**src/rtl/lscc_seg_pkg.sv**
```systemverilog
// Shared seven-segment font, segment type and per-digit counting step.
package lscc_seg_pkg;

    typedef logic [7:0] seg_t;

    typedef struct packed {
        logic [3:0] dig;
        logic       co;
    } dig_step_t;

    // {dp,g,f,e,d,c,b,a}, active-high; entry n is the glyph for nibble n
    localparam logic [15:0][7:0] HEX_FONT = {
        8'h71, 8'h79, 8'h5E, 8'h39, 8'h7C, 8'h77, 8'h6F, 8'h7F,
        8'h07, 8'h7D, 8'h6D, 8'h66, 8'h4F, 8'h5B, 8'h06, 8'h3F
    };

    // One digit of the ripple counter; co is carry (up) or borrow (down).
    function automatic dig_step_t digit_step(input logic [3:0] d, input logic up,
                                             input logic dec, input logic ci);
        dig_step_t  r;
        logic [3:0] top;
        top   = dec ? 4'd9 : 4'd15;
        r.dig = d;
        r.co  = 1'b0;
        if (ci) begin
            if (up) begin
                if (d >= top) begin
                    r.dig = 4'd0;
                    r.co  = 1'b1;
                end else begin
                    r.dig = d + 4'd1;
                end
            end else if (dec && d > 4'd9) begin
                r.dig = 4'd9;
            end else if (d == 4'd0) begin
                r.dig = top;
                r.co  = 1'b1;
            end else begin
                r.dig = d - 4'd1;
            end
        end
        return r;
    endfunction

endpackage

```
**src/rtl/svn_seg_scan_cntr_tick_gen.sv**
```systemverilog
// Free-running divider producing a one-cycle tick every DIV clocks.
module tick_gen #(
    parameter int   DIV      = 1,
    parameter logic SIM_FAST = 1'b0
) (
    input  logic clk_i,
    input  logic rst_i,
    output logic tick_o
);
    localparam int W = (DIV > 1) ? $clog2(DIV) : 1;
    localparam logic [W-1:0] LAST = W'((DIV > 1) ? DIV - 1 : 0);

    logic [W-1:0] cnt_q, cnt_d;

    always_comb begin
        cnt_d  = (cnt_q == LAST) ? '0 : cnt_q + 1'b1;
        tick_o = SIM_FAST || (cnt_q == LAST);
    end

    always_ff @(posedge clk_i or posedge rst_i) begin
        if (rst_i) cnt_q <= '0;
        else       cnt_q <= cnt_d;
    end
endmodule

```
**src/rtl/svn_seg_scan_cntr.sv**
```systemverilog
// N-digit hex/BCD up/down counter scanned onto a multiplexed 7-segment display.
module svn_seg_scan_cntr
    import lscc_seg_pkg::*;
#(
    parameter int   CLK_IN_MHZ   = 125,
    parameter int   NUM_DIGITS   = 3,
    parameter int   COUNT_HZ     = 1,
    parameter int   SCAN_HZ      = 1000,
    parameter logic SEG_POLARITY = 1'b0,
    parameter logic SEL_POLARITY = 1'b0,
    parameter logic SIM_FAST     = 1'b0
) (
    input  logic                    clk_i,
    input  logic                    rst_i,
    input  logic                    en_i,
    input  logic                    up_i,
    input  logic                    dec_mode_i,
    input  logic                    blank_lz_i,
    input  logic                    load_i,
    input  logic [4*NUM_DIGITS-1:0] load_val_i,
    output logic [4*NUM_DIGITS-1:0] count_o,
    output logic                    wrap_o,
    output logic [7:0]              seg_display_o,
    output logic [NUM_DIGITS-1:0]   seg_sel_o
);
    localparam int CNT_RAW  = CLK_IN_MHZ * 1000000 / COUNT_HZ;
    localparam int CNT_DIV  = (CNT_RAW < 1) ? 1 : CNT_RAW;
    localparam int SCAN_RAW = CLK_IN_MHZ * 1000000 / (SCAN_HZ * NUM_DIGITS);
    localparam int SCAN_DIV = (SCAN_RAW < 1) ? 1 : SCAN_RAW;
    localparam int IW       = (NUM_DIGITS > 1) ? $clog2(NUM_DIGITS) : 1;
    localparam logic [IW-1:0] LAST_IDX = IW'(NUM_DIGITS - 1);
    localparam seg_t SEG_OFF = {8{~SEG_POLARITY}};
    localparam logic [NUM_DIGITS-1:0] SEL_IDLE = {NUM_DIGITS{~SEL_POLARITY}};

    logic cnt_tick, scan_tick;

    tick_gen #(.DIV(CNT_DIV),  .SIM_FAST(SIM_FAST)) u_cnt_tick  (.clk_i(clk_i), .rst_i(rst_i), .tick_o(cnt_tick));
    tick_gen #(.DIV(SCAN_DIV), .SIM_FAST(SIM_FAST)) u_scan_tick (.clk_i(clk_i), .rst_i(rst_i), .tick_o(scan_tick));

    logic [4*NUM_DIGITS-1:0] count_q, count_d, step_cnt;
    logic                    wrap_q, wrap_d;
    logic [IW-1:0]           idx_q, idx_d;
    seg_t                    seg_q, seg_d;
    logic [NUM_DIGITS-1:0]   sel_q, sel_d;

    dig_step_t st   [NUM_DIGITS];
    logic      carry[NUM_DIGITS+1];
    logic      zsuf [NUM_DIGITS+1];

    // Ripple chain for the counter and the "this digit and all above are zero" chain for blanking
    assign carry[0]          = 1'b1;
    assign zsuf[NUM_DIGITS]  = 1'b1;
    for (genvar g = 0; g < NUM_DIGITS; g++) begin : g_dig
        assign st[g]              = digit_step(count_q[g*4 +: 4], up_i, dec_mode_i, carry[g]);
        assign step_cnt[g*4 +: 4] = st[g].dig;
        assign carry[g+1]         = st[g].co;
        assign zsuf[g]            = zsuf[g+1] & (count_q[g*4 +: 4] == 4'd0);
    end

    always_comb begin
        count_d = count_q;
        wrap_d  = 1'b0;
        if (load_i) begin
            count_d = load_val_i;
        end else if (en_i && cnt_tick) begin
            count_d = step_cnt;
            wrap_d  = carry[NUM_DIGITS];
        end
    end

    logic [3:0] cur_nib;
    logic       cur_z;

    always_comb begin
        cur_nib = 4'd0;
        cur_z   = 1'b0;
        for (int j = 0; j < NUM_DIGITS; j++) begin
            if (int'(idx_q) == j) begin
                cur_nib = count_q[j*4 +: 4];
                cur_z   = zsuf[j];
            end
        end
        idx_d = idx_q;
        if (scan_tick) idx_d = (idx_q == LAST_IDX) ? '0 : idx_q + 1'b1;
        seg_d = (blank_lz_i && idx_q != '0 && cur_z) ? 8'h00 : HEX_FONT[cur_nib];
        if (!SEG_POLARITY) seg_d = ~seg_d;
        sel_d = NUM_DIGITS'(1) << idx_q;
        if (!SEL_POLARITY) sel_d = ~sel_d;
    end

    always_ff @(posedge clk_i or posedge rst_i) begin
        if (rst_i) begin
            count_q <= '0;
            wrap_q  <= 1'b0;
            idx_q   <= '0;
            seg_q   <= SEG_OFF;
            sel_q   <= SEL_IDLE;
        end else begin
            count_q <= count_d;
            wrap_q  <= wrap_d;
            idx_q   <= idx_d;
            seg_q   <= seg_d;
            sel_q   <= sel_d;
        end
    end

    assign count_o       = count_q;
    assign wrap_o        = wrap_q;
    assign seg_display_o = seg_q;
    assign seg_sel_o     = sel_q;
endmodule

```
**config.mk**
```make
export PLATFORM = sky130hd
export DESIGN_NAME = svn_seg_scan_cntr
export DESIGN_NICKNAME = d
export VERILOG_FILES = /design/src/rtl/lscc_seg_pkg.sv /design/src/rtl/svn_seg_scan_cntr_tick_gen.sv /design/src/rtl/svn_seg_scan_cntr.sv
export SDC_FILE = /design/constraint.sdc
export NUM_CORES = 1
export LEC_CHECK = 0
export BUFFER_PORTS_ARGS = -buffer_cell sky130_fd_sc_hd__buf_2
export CAP_MARGIN = 15
export CORE_MARGIN = 2
export CORE_UTILIZATION = 50
export CTS_CLUSTER_SIZE = 14
export DETAILED_ROUTE_END_ITERATION = 12
export GPL_ROUTABILITY_DRIVEN = 0
export PLACE_DENSITY = 0.7
export SYNTH_ARGS = -nofsm -noshare
export SYNTH_HDL_FRONTEND = slang
export SYNTH_SLANG_ARGS = --single-unit
```
**constraint.sdc**
```tcl
create_clock -name clk_i -period 2 [get_ports clk_i]
set_input_delay 0 -clock clk_i [delete_from_list [all_inputs] [get_ports clk_i]]
set_output_delay 0 -clock clk_i [all_outputs]
set_load 0.005 [all_outputs]
```
==> results.ini <==
[timing]
slew_at_the_pin_with_the_worst_max_slew_slack_ps = 578
hold_viol = 0
maximum_clock_frequency_ghz = 0.496
maxSlewHeadroom = 0.614
setup-violations-final = 4
fin_hold_ws_ps = 27.1
clock_skew_ps = 15.9
post-route-min-period_ps = 2020
least_setup_slack_across_all_paths_after_layout_ps = -17.8
final-max-slew-violation-count = 0
finalCritPeriodShare = 1.01
setup_total_negative_slack_ps = -38.5
grt_setup_unrepaired = yes

[power]
share_clk_of_total_power = 0.351
cellInternalPower_mw = 2.35
power.combinational.fraction = 0.205
seq_power_share = 0.444
power_density_nw_per_um2 = 593
total_switching_power_mw = 0.943
peakVddDrop_uv = 312
leakage_nw = 2.49
netSwitchingFraction = 0.286
power_mw = 3.30

[placement]
hpwlAfterDp_mm = 7.28
place.port_buffers = 41
dpl_worst_slack_ps = -81.5
dp_cells = 643

[route]
routed_wirelength_mm = 10.7
routed-via-count = 3945
remaining_antenna_violation_count_after_routing = 0
routed_via_density = 5.79
detailedRoute.firstPassIterationCount = 4
wire_per_inst_um = 15.8
drc = 0
initialDrtViolationCount = 152

[die]
die_height_um = 97.6
dieWidth_um = 97.6
dieArea_um2 = 9520
floorplan.rows = 34
io-pin-count = 43
initial_utilization = 0.510
coreArea_um2 = 8590

[grt]
antenna_found_initial = 0
first_global_vias = 3940
grt_use_total = 0.236
global_route.overflow_total = 0
grt_first_pass_wirelength_mm = 18.4
grt_max_degree = 69

[synth]
yosysUniqueCellTypes = 74
ys_ff_latch = 68
syn_area_per_cell_um2 = 9.50
synth_sequential_area_ratio = 0.391
synth_area_um2 = 4380
number_of_enable_flip_flop_cells_after_synthesis = 0
synth_flop_cell = sky130_fd_sc_hd__dfrtp_1
synthCells = 461
synth_async_sr_flop_share = 1.00
synth.net_count = 505
ys_warn_count = 0

[clock_network]
ctsRootBufferMaster = sky130_fd_sc_hd__clkbuf_8
clk_transition_reported_paths_ps = 80
tritoncts = done
cts-buffers-inserted = 9
number_of_clock_sinks = 68
clock_tree.htree_level_count = 3
clock_latency_ps = 350
ctsLongestPathBuffers = 2

[setup_path]
category_of_the_worst_setup_path_capture_point = flop
rrSetupSlack_ps = -20
ff2ff_path_depth = 8
crit_fanout = 7
r2r-start = count_o[1]
cp.arrival_ps = 2260
regToRegEndpoint = count_o[8]
timing.critical_path.from_type = flop
path_class = reg -> reg
crit_required_ps = 2240

[flow_run]
max_cap_viol_count = 0

[finish]
area_growth_pct = 26.9
layout_common_cells = sky130_fd_sc_hd__buf_4, sky130_fd_sc_hd__dfrtp_1, sky130_fd_sc_hd__buf_2
layout.cells.most_common = sky130_fd_sc_hd__buf_4
final_net_count = 612
final_cells = 681
layout_cells_sized_above_1 = 0.281
filler_cell_count = 703
antenna-diode-count = 0

[hold_path]
hold_start = en_i
min_path_cells = 3
class_of_the_tightest_hold_or_removal_check = in -> reg
hold_path_end = wrap_o

[outcome]
result_of_the_run = finished with violations
failed_checks = negative setup slack

==> cell families after synthesis <==
kind of cell | after synthesis | synth area share
AOI/OAI and AO/OA | 96 | 0.161
xor gates and xnor gates | 38 | 0.0760
adders and majority gates | 25 | 0.0714
buffers and inverters | 42 | 0.0409
DFF | 68 | 0.391
muxes | 13 | 0.0297
other | 1 | 0.000856
and+or+nand+nor | 178 | 0.228
==> synthesized netlist by cell type (5+ instances only) <==
master,number,area (um^2)
sky130_fd_sc_hd__inv_1,20,75.1
sky130_fd_sc_hd__o22ai_1,6,37.5
sky130_fd_sc_hd__nor4_1,6,37.5
sky130_fd_sc_hd__mux2i_1,13,130
sky130_fd_sc_hd__ha_1,25,313
sky130_fd_sc_hd__nor4b_1,5,43.8
sky130_fd_sc_hd__o21bai_1,5,37.5
sky130_fd_sc_hd__dfrtp_1,58,1450
sky130_fd_sc_hd__clkbuf_1,11,41.3
sky130_fd_sc_hd__xnor2_1,26,228
sky130_fd_sc_hd__dfstp_2,10,263
sky130_fd_sc_hd__o211ai_1,5,37.5
sky130_fd_sc_hd__and3_1,10,62.6
sky130_fd_sc_hd__nand3_1,22,110
sky130_fd_sc_hd__nor2_1,39,146
sky130_fd_sc_hd__nor3_1,8,40.0
sky130_fd_sc_hd__nand2_1,33,124
sky130_fd_sc_hd__o21ai_0,12,60.1
sky130_fd_sc_hd__buf_2,8,40.0
sky130_fd_sc_hd__a31oi_1,6,37.5
sky130_fd_sc_hd__nand2b_1,5,31.3
sky130_fd_sc_hd__and4_1,6,52.6
sky130_fd_sc_hd__a21oi_1,18,90.1
sky130_fd_sc_hd__nand4_1,13,81.3
sky130_fd_sc_hd__xor2_1,12,105
==> power groups by stage <==
| stage | Sequential (mW) | Clock [mW] | Combinational (mW) |
|---|---|---|---|
| floorplan | 1.50 | 0 | 0.379 |
| global placement | 1.49 | 0 | 0.582 |
| detailed placement | 1.49 | 0 | 0.595 |
| CTS | 1.46 | 1.19 | 0.644 |
| global route | 1.47 | 1.24 | 0.745 |
| finish | 1.46 | 1.16 | 0.676 |
==> layout make-up <==
| type | instances | area (um^2) | area share |
|---|---|---|---|
| Inverter | 20 | 75.1 | 0.0135 |
| Clock inverter | 5 | 52.6 | 0.00946 |
| Sequential cell | 68 | 1720 | 0.309 |
| Tap cell | 108 | 135 | 0.0243 |
| Clock buffer | 11 | 141 | 0.0255 |
| Timing Repair Buffer | 118 | 836 | 0.150 |
| Multi-Input combinational cell | 351 | 2600 | 0.468 |
==> worst max-delay path, stage by stage (launching register included) <==
cell                        delay [ps]
sky130_fd_sc_hd__dfrtp_1           430
sky130_fd_sc_hd__inv_2             100
sky130_fd_sc_hd__ha_4              140
sky130_fd_sc_hd__nor3b_4           270
sky130_fd_sc_hd__a21o_1            210
sky130_fd_sc_hd__buf_6             120
sky130_fd_sc_hd__o2111ai_4         180
sky130_fd_sc_hd__nor3b_2           220
sky130_fd_sc_hd__a211o_1           240
==> flip-flops by register name, indices dropped and copies added (netlist names) <==
name / flops
count_o: 12
idx_q: 2
seg_display_o: 7
seg_sel_o: 3
u_cnt_tick.cnt_q: 27
u_scan_tick.cnt_q: 16
wrap_o: 1
==> what timing repair did <==
item	in CTS	in global routing
pin swaps	5	7
cloned	0	0
hold endpoints to repair	70	0
gates resized for setup	7	12
setup endpoints to repair	7	12
buffers inserted	3	6
hold buffers	13	0
==> metal layers <==
| metal | vias up | routed length (um) | global-route usage | part of all wire |
|---|---|---|---|---|
| met4 | 0 | 255 | 0.100 | 0.024 |
| li1 | 1913 | - | - | - |
| met2 | 85 | 5320 | 0.383 | 0.49 |
| met5 | - | 0 | 0 | 0 |
| met3 | 22 | 426 | 0.0518 | 0.040 |
| met1 | 1925 | 4750 | 0.304 | 0.44 |
==> metrics by stage <==
stage	util	instance area [um^2]
after global placement	0.590	5070
after floorplan	-	4410
after CTS	0.636	5460
after detailed placement	0.590	5070
after global routing	0.646	5560
final	0.646	5560
==> worst max path at each step <==
| stage | start | to | slack, ps | cells after the start |
|---|---|---|---|---|
| 2_1_floorplan | count_o[4] | count_o[8] | -20 | 7 |
| 3_3_place_gp | count_o[5] | count_o[7] | -60 | 6 |
| 3_5_place_dp | count_o[5] | count_o[7] | -80 | 6 |
| 4_1_cts | count_o[1] | count_o[1] | -0.6 | 8 |
| 5_1_grt | count_o[9] | count_o[10] | -150 | 6 |
| 6_report | count_o[1] | count_o[8] | -20 | 8 |
Power figures use the tool's default switching activity.
